**src/rtl/rr_arbiter_8.sv**
```systemverilog
// rtl/rr_arbiter_8.sv - 8-requester round-robin arbiter with grant hold timeout
// Grant is held until done, requester drop, en=0, or MAX_HOLD cycles elapse.
module rr_arbiter_8 #(
  parameter int MAX_HOLD = 16,
  parameter int CNT_W    = 8
) (
  input  logic       clock,
  input  logic       reset,
  input  logic       en,
  input  logic [7:0] req,
  input  logic       done,
  output logic [7:0] gnt,
  output logic [2:0] gnt_idx,
  output logic       gnt_valid,
  output logic       timeout
);

  typedef enum logic {IDLE, GRANT} state_t;

  state_t             state, state_nx;
  logic [2:0]         ptr, ptr_nx;
  logic [CNT_W-1:0]   hold_cnt, hold_cnt_nx;
  logic [7:0]         gnt_nx;
  logic [2:0]         gnt_idx_nx;
  logic               gnt_valid_nx;
  logic               timeout_nx;

  logic [2:0]         winner;
  logic [2:0]         cand;
  logic               found;
  logic               rel_en, rel_done, rel_drop, rel_max;

  // Walk from the farthest offset down so the closest set bit to ptr wins.
  always_comb begin
    winner = ptr;
    found  = 1'b0;
    cand   = ptr;
    for (int k = 7; k >= 0; k--) begin
      cand = ptr + 3'(k);
      if (req[cand]) begin
        winner = cand;
        found  = 1'b1;
      end
    end
  end

  always_comb begin
    rel_en   = !en;
    rel_done = done;
    rel_drop = !req[gnt_idx];
    rel_max  = (hold_cnt == CNT_W'(MAX_HOLD));
  end

  always_comb begin
    state_nx     = state;
    ptr_nx       = ptr;
    hold_cnt_nx  = hold_cnt;
    gnt_nx       = gnt;
    gnt_idx_nx   = gnt_idx;
    gnt_valid_nx = gnt_valid;
    timeout_nx   = 1'b0;
    case (state)
      IDLE: begin
        if (en && found) begin
          state_nx     = GRANT;
          gnt_idx_nx   = winner;
          gnt_nx       = 8'b1 << winner;
          gnt_valid_nx = 1'b1;
          hold_cnt_nx  = CNT_W'(1);
        end
      end
      GRANT: begin
        if (rel_en || rel_done || rel_drop || rel_max) begin
          state_nx     = IDLE;
          gnt_nx       = 8'h00;
          gnt_valid_nx = 1'b0;
          ptr_nx       = gnt_idx + 3'd1;
          // Timeout flags only a purely forced release.
          timeout_nx   = rel_max && !(rel_en || rel_done || rel_drop);
        end else begin
          hold_cnt_nx  = hold_cnt + CNT_W'(1);
        end
      end
      default: state_nx = IDLE;
    endcase
  end

  always_ff @(posedge clock or posedge reset) begin
    if (reset) begin
      state     <= IDLE;
      ptr       <= 3'd0;
      hold_cnt  <= '0;
      gnt       <= 8'h00;
      gnt_idx   <= 3'd0;
      gnt_valid <= 1'b0;
      timeout   <= 1'b0;
    end else begin
      state     <= state_nx;
      ptr       <= ptr_nx;
      hold_cnt  <= hold_cnt_nx;
      gnt       <= gnt_nx;
      gnt_idx   <= gnt_idx_nx;
      gnt_valid <= gnt_valid_nx;
      timeout   <= timeout_nx;
    end
  end

endmodule

```
**config.mk**
```make
export PLATFORM = sky130hd
export DESIGN_NAME = rr_arbiter_8
export DESIGN_NICKNAME = d
export VERILOG_FILES = /design/src/rtl/rr_arbiter_8.sv
export SDC_FILE = /design/constraint.sdc
export NUM_CORES = 1
export LEC_CHECK = 0
export ABC_AREA = 1
export BUFFER_PORTS_ARGS = -buffer_cell sky130_fd_sc_hd__clkbuf_2
export CORE_MARGIN = 3
export CORE_UTILIZATION = 48
export DETAILED_ROUTE_END_ITERATION = 8
export GPL_ROUTABILITY_DRIVEN = 0
export PLACE_DENSITY_LB_ADDON = 0.3
export SYNTH_ARGS = -nofsm -noshare
export SYNTH_HDL_FRONTEND = slang
export SYNTH_SLANG_ARGS = --single-unit
export TNS_END_PERCENT = 10
```
**constraint.sdc**
```tcl
create_clock -name clock -period 5.6 [get_ports clock]
set_input_delay 0.56 -clock clock [delete_from_list [all_inputs] [get_ports clock]]
set_output_delay 0.56 -clock clock [all_outputs]
set_load 0.05 [all_outputs]
```
==> impl_metrics.tcl <==
set metrics [dict create \
    ys_seq_area_frac 0.319 \
    portBuffers 24 \
    drc 0 \
    grtUsageTotal 0.197 \
    diodes 0 \
    cts.sinks 25 \
    synth_edf_count 0 \
    rows 22 \
    grt_pass1_vias 1770 \
    num-nets-final 323 \
    rsz0062_at_grt "no" \
    hpwl_um 3590 \
    min_period_ns 2.75 \
    grt_pass1_wl_um 7920 \
    yosys_register_bits 25 \
    cp-end-kind "register" \
    cap_violations 0 \
    grt_max_degree 26 \
    htreeDepth 1 \
    area_delta_synth_final_pct 8.81 \
    avgViaCountPerCell 5.34 \
    yosysTopAreaCellShare 0.319 \
    avgSynthCellArea_um2 6.93 \
    synth.distinct_cells 27 \
    cts-root-buf "clkbuf_8" \
    fp.dieH_um 69.9 \
    setup_violations 0 \
    postSynthCellCount 283 \
    fp.coreArea_mm2 0.00380 \
    async_flop_share 1.00 \
    clock_latency_ns 0.27 \
    clockBufferDepth 2 \
    overflow 0 \
    startpoint_type "register" \
    post_cts_buffers 0 \
    cts_tree "yes" \
    initial_core_util 0.516 \
    dieArea_mm2 0.00489 \
    arrival_ns 2.91 \
    period_share 0.490 \
    fin_tns_setup_ns 0 \
    ctsResizeCount 0 \
    synth_most_common_cell "nand2_1" \
    outcome "completed" \
    die_x_um 69.9 \
    synthFlopType "dfrtp_1" \
    drv_slew 0 \
    drt-initial-drc-count 113 \
    synthTopCellsByCount "nand2_1, nand3_1, inv_1" \
    crit_start "ptr[0]$_DFFE_PP0P_" \
    num_io_pins 25 \
    worstPathRequired_ns 5.76 \
    finalHoldViolCount 0 \
    num_vias 1884 \
    antenna_found_initial 0 \
    drive_gt1_frac 0.216 \
    syn-cell-area_mm2 0.00196 \
    fmax_mhz 364 \
    numCtsBuffers 3 \
    hp-class "in2async" \
    path_max_fanout 14 \
    hold_buffers 0 \
    clkSlewWorstSetupHoldPaths_ns 0.08 \
    wl_per_cell_um 12.6 \
    setup.worst_path.class "reg2reg" \
    drt-total-wl_um 4430 \
    ff2ff_path_depth 15 \
    r2r_slack_ns 2.85 \
    tightest_slew_ns 0.915 \
    reg2reg_to "hold_cnt[2]$_DFFE_PP0P_" \
    yosysTopAreaCell "dfrtp_1" \
    r2r_start "ptr[0]$_DFFE_PP0P_" \
    clock_skew_ns 0.00391 \
    yosysWarnings 0 \
    ant_nets 0 \
    max_slew_margin 0.390 \
    crit_end "hold_cnt[2]$_DFFE_PP0P_" \
    syn_nets 300 \
    drt_first_pass_iters 4 \
    synth.top_cells.by_area "dfrtp_1, nand2_1, nand3_1, inv_1, nand2_2" \
]
[placed cells by master, fill, tap and decap left out, types with 5 or more instances in the layout]
cell,count
clkbuf_2,24
nand2_1,83
dfrtp_1,25
nor2_1,14
ha_1,5
a21oi_1,8
o21ai_0,9
nand3_1,43
xor2_1,7
inv_1,28
inv_2,9
nand2_2,14
[worst min path at each step]
stage          cells after the start               startpoint  slack (ns)                       to
6_report                           2                    reset        0.46  hold_cnt[3]$_DFFE_PP0P_
5_1_grt                            2       gnt[2]$_DFFE_PP0P_        0.51       gnt[2]$_DFFE_PP0P_
4_1_cts                            2                    reset        0.49  hold_cnt[4]$_DFFE_PP0P_
3_5_place_dp                       2       gnt[6]$_DFFE_PP0P_        0.47       gnt[6]$_DFFE_PP0P_
3_3_place_gp                       2    gnt_valid$_DFFE_PP0P_        0.47    gnt_valid$_DFFE_PP0P_
2_1_floorplan                      2  hold_cnt[7]$_DFFE_PP0P_        0.51  hold_cnt[7]$_DFFE_PP0P_
[worst max-delay path, stage by stage (launching register included)]
cell and delay [ns]:
dfrtp_1 0.58, inv_2 0.21, ha_1 0.50, inv_2 0.10, nand3_1 0.12, nand3_1 0.12, nand2_2 0.12, inv_2 0.04
nand3_2 0.09, nor2_4 0.04, nand4_4 0.08, nand2_2 0.08, nor2_4 0.29, nand3_1 0.13, nand2_1 0.08, a21oi_1 0.04
[flip-flops by register name, summed over array words and instances, names as in the netlist]
register / count
gnt_idx: 3
gnt_valid: 1
ptr: 3
timeout: 1
gnt: 8
state: 1
hold_cnt: 8
[through the flow]
stage          cells  hold WS, ns  utilization  setup WS, ns  cell area, um2
6_report         353        0.460        0.562          2.85            2130
5_1_grt          353        0.512        0.562          2.57            2130
4_1_cts          353        0.489        0.562          2.87            2130
3_5_place_dp     349        0.469        0.549          2.89            2090
3_3_place_gp     349        0.468        0.549          2.98            2090
2_1_floorplan    283        0.507            -          3.44            1960
[kinds of logic (layout without fill, tap and decap cells)]
group                    Yosys count  in the layout  synth area share
XOR/XNOR                           9              9            0.0402
buffers and inverters             43             65            0.0983
AO/OA/AOI/OAI                     30             30            0.0913
flip-flops                        25             25             0.319
AND/OR/NAND/NOR                  171            171             0.419
adder cells (fa/ha/maj)            5              5            0.0319
[final cells by class]
type                    instances  area (um2)
repair buffers                 24         120
fillers                       396        1670
well taps                      48        60.1
clock buffers                   3        41.3
multi-input cells             215        1140
clock inverters                 1        5.00
inverters                      37         139
flip-flops and latches         25         626
[metal layers]
layer	vias up	part of all wire	track usage
met3	15	0.040	0.0173
met2	47	0.47	0.324
met5	-	0	0
li1	957	-	-
met1	865	0.45	0.256
met4	0	0.037	0.100
Power is left out: the tool's default activity adds up to more than one toggle a clock period on the data nets, which glitch-free logic cannot reach.
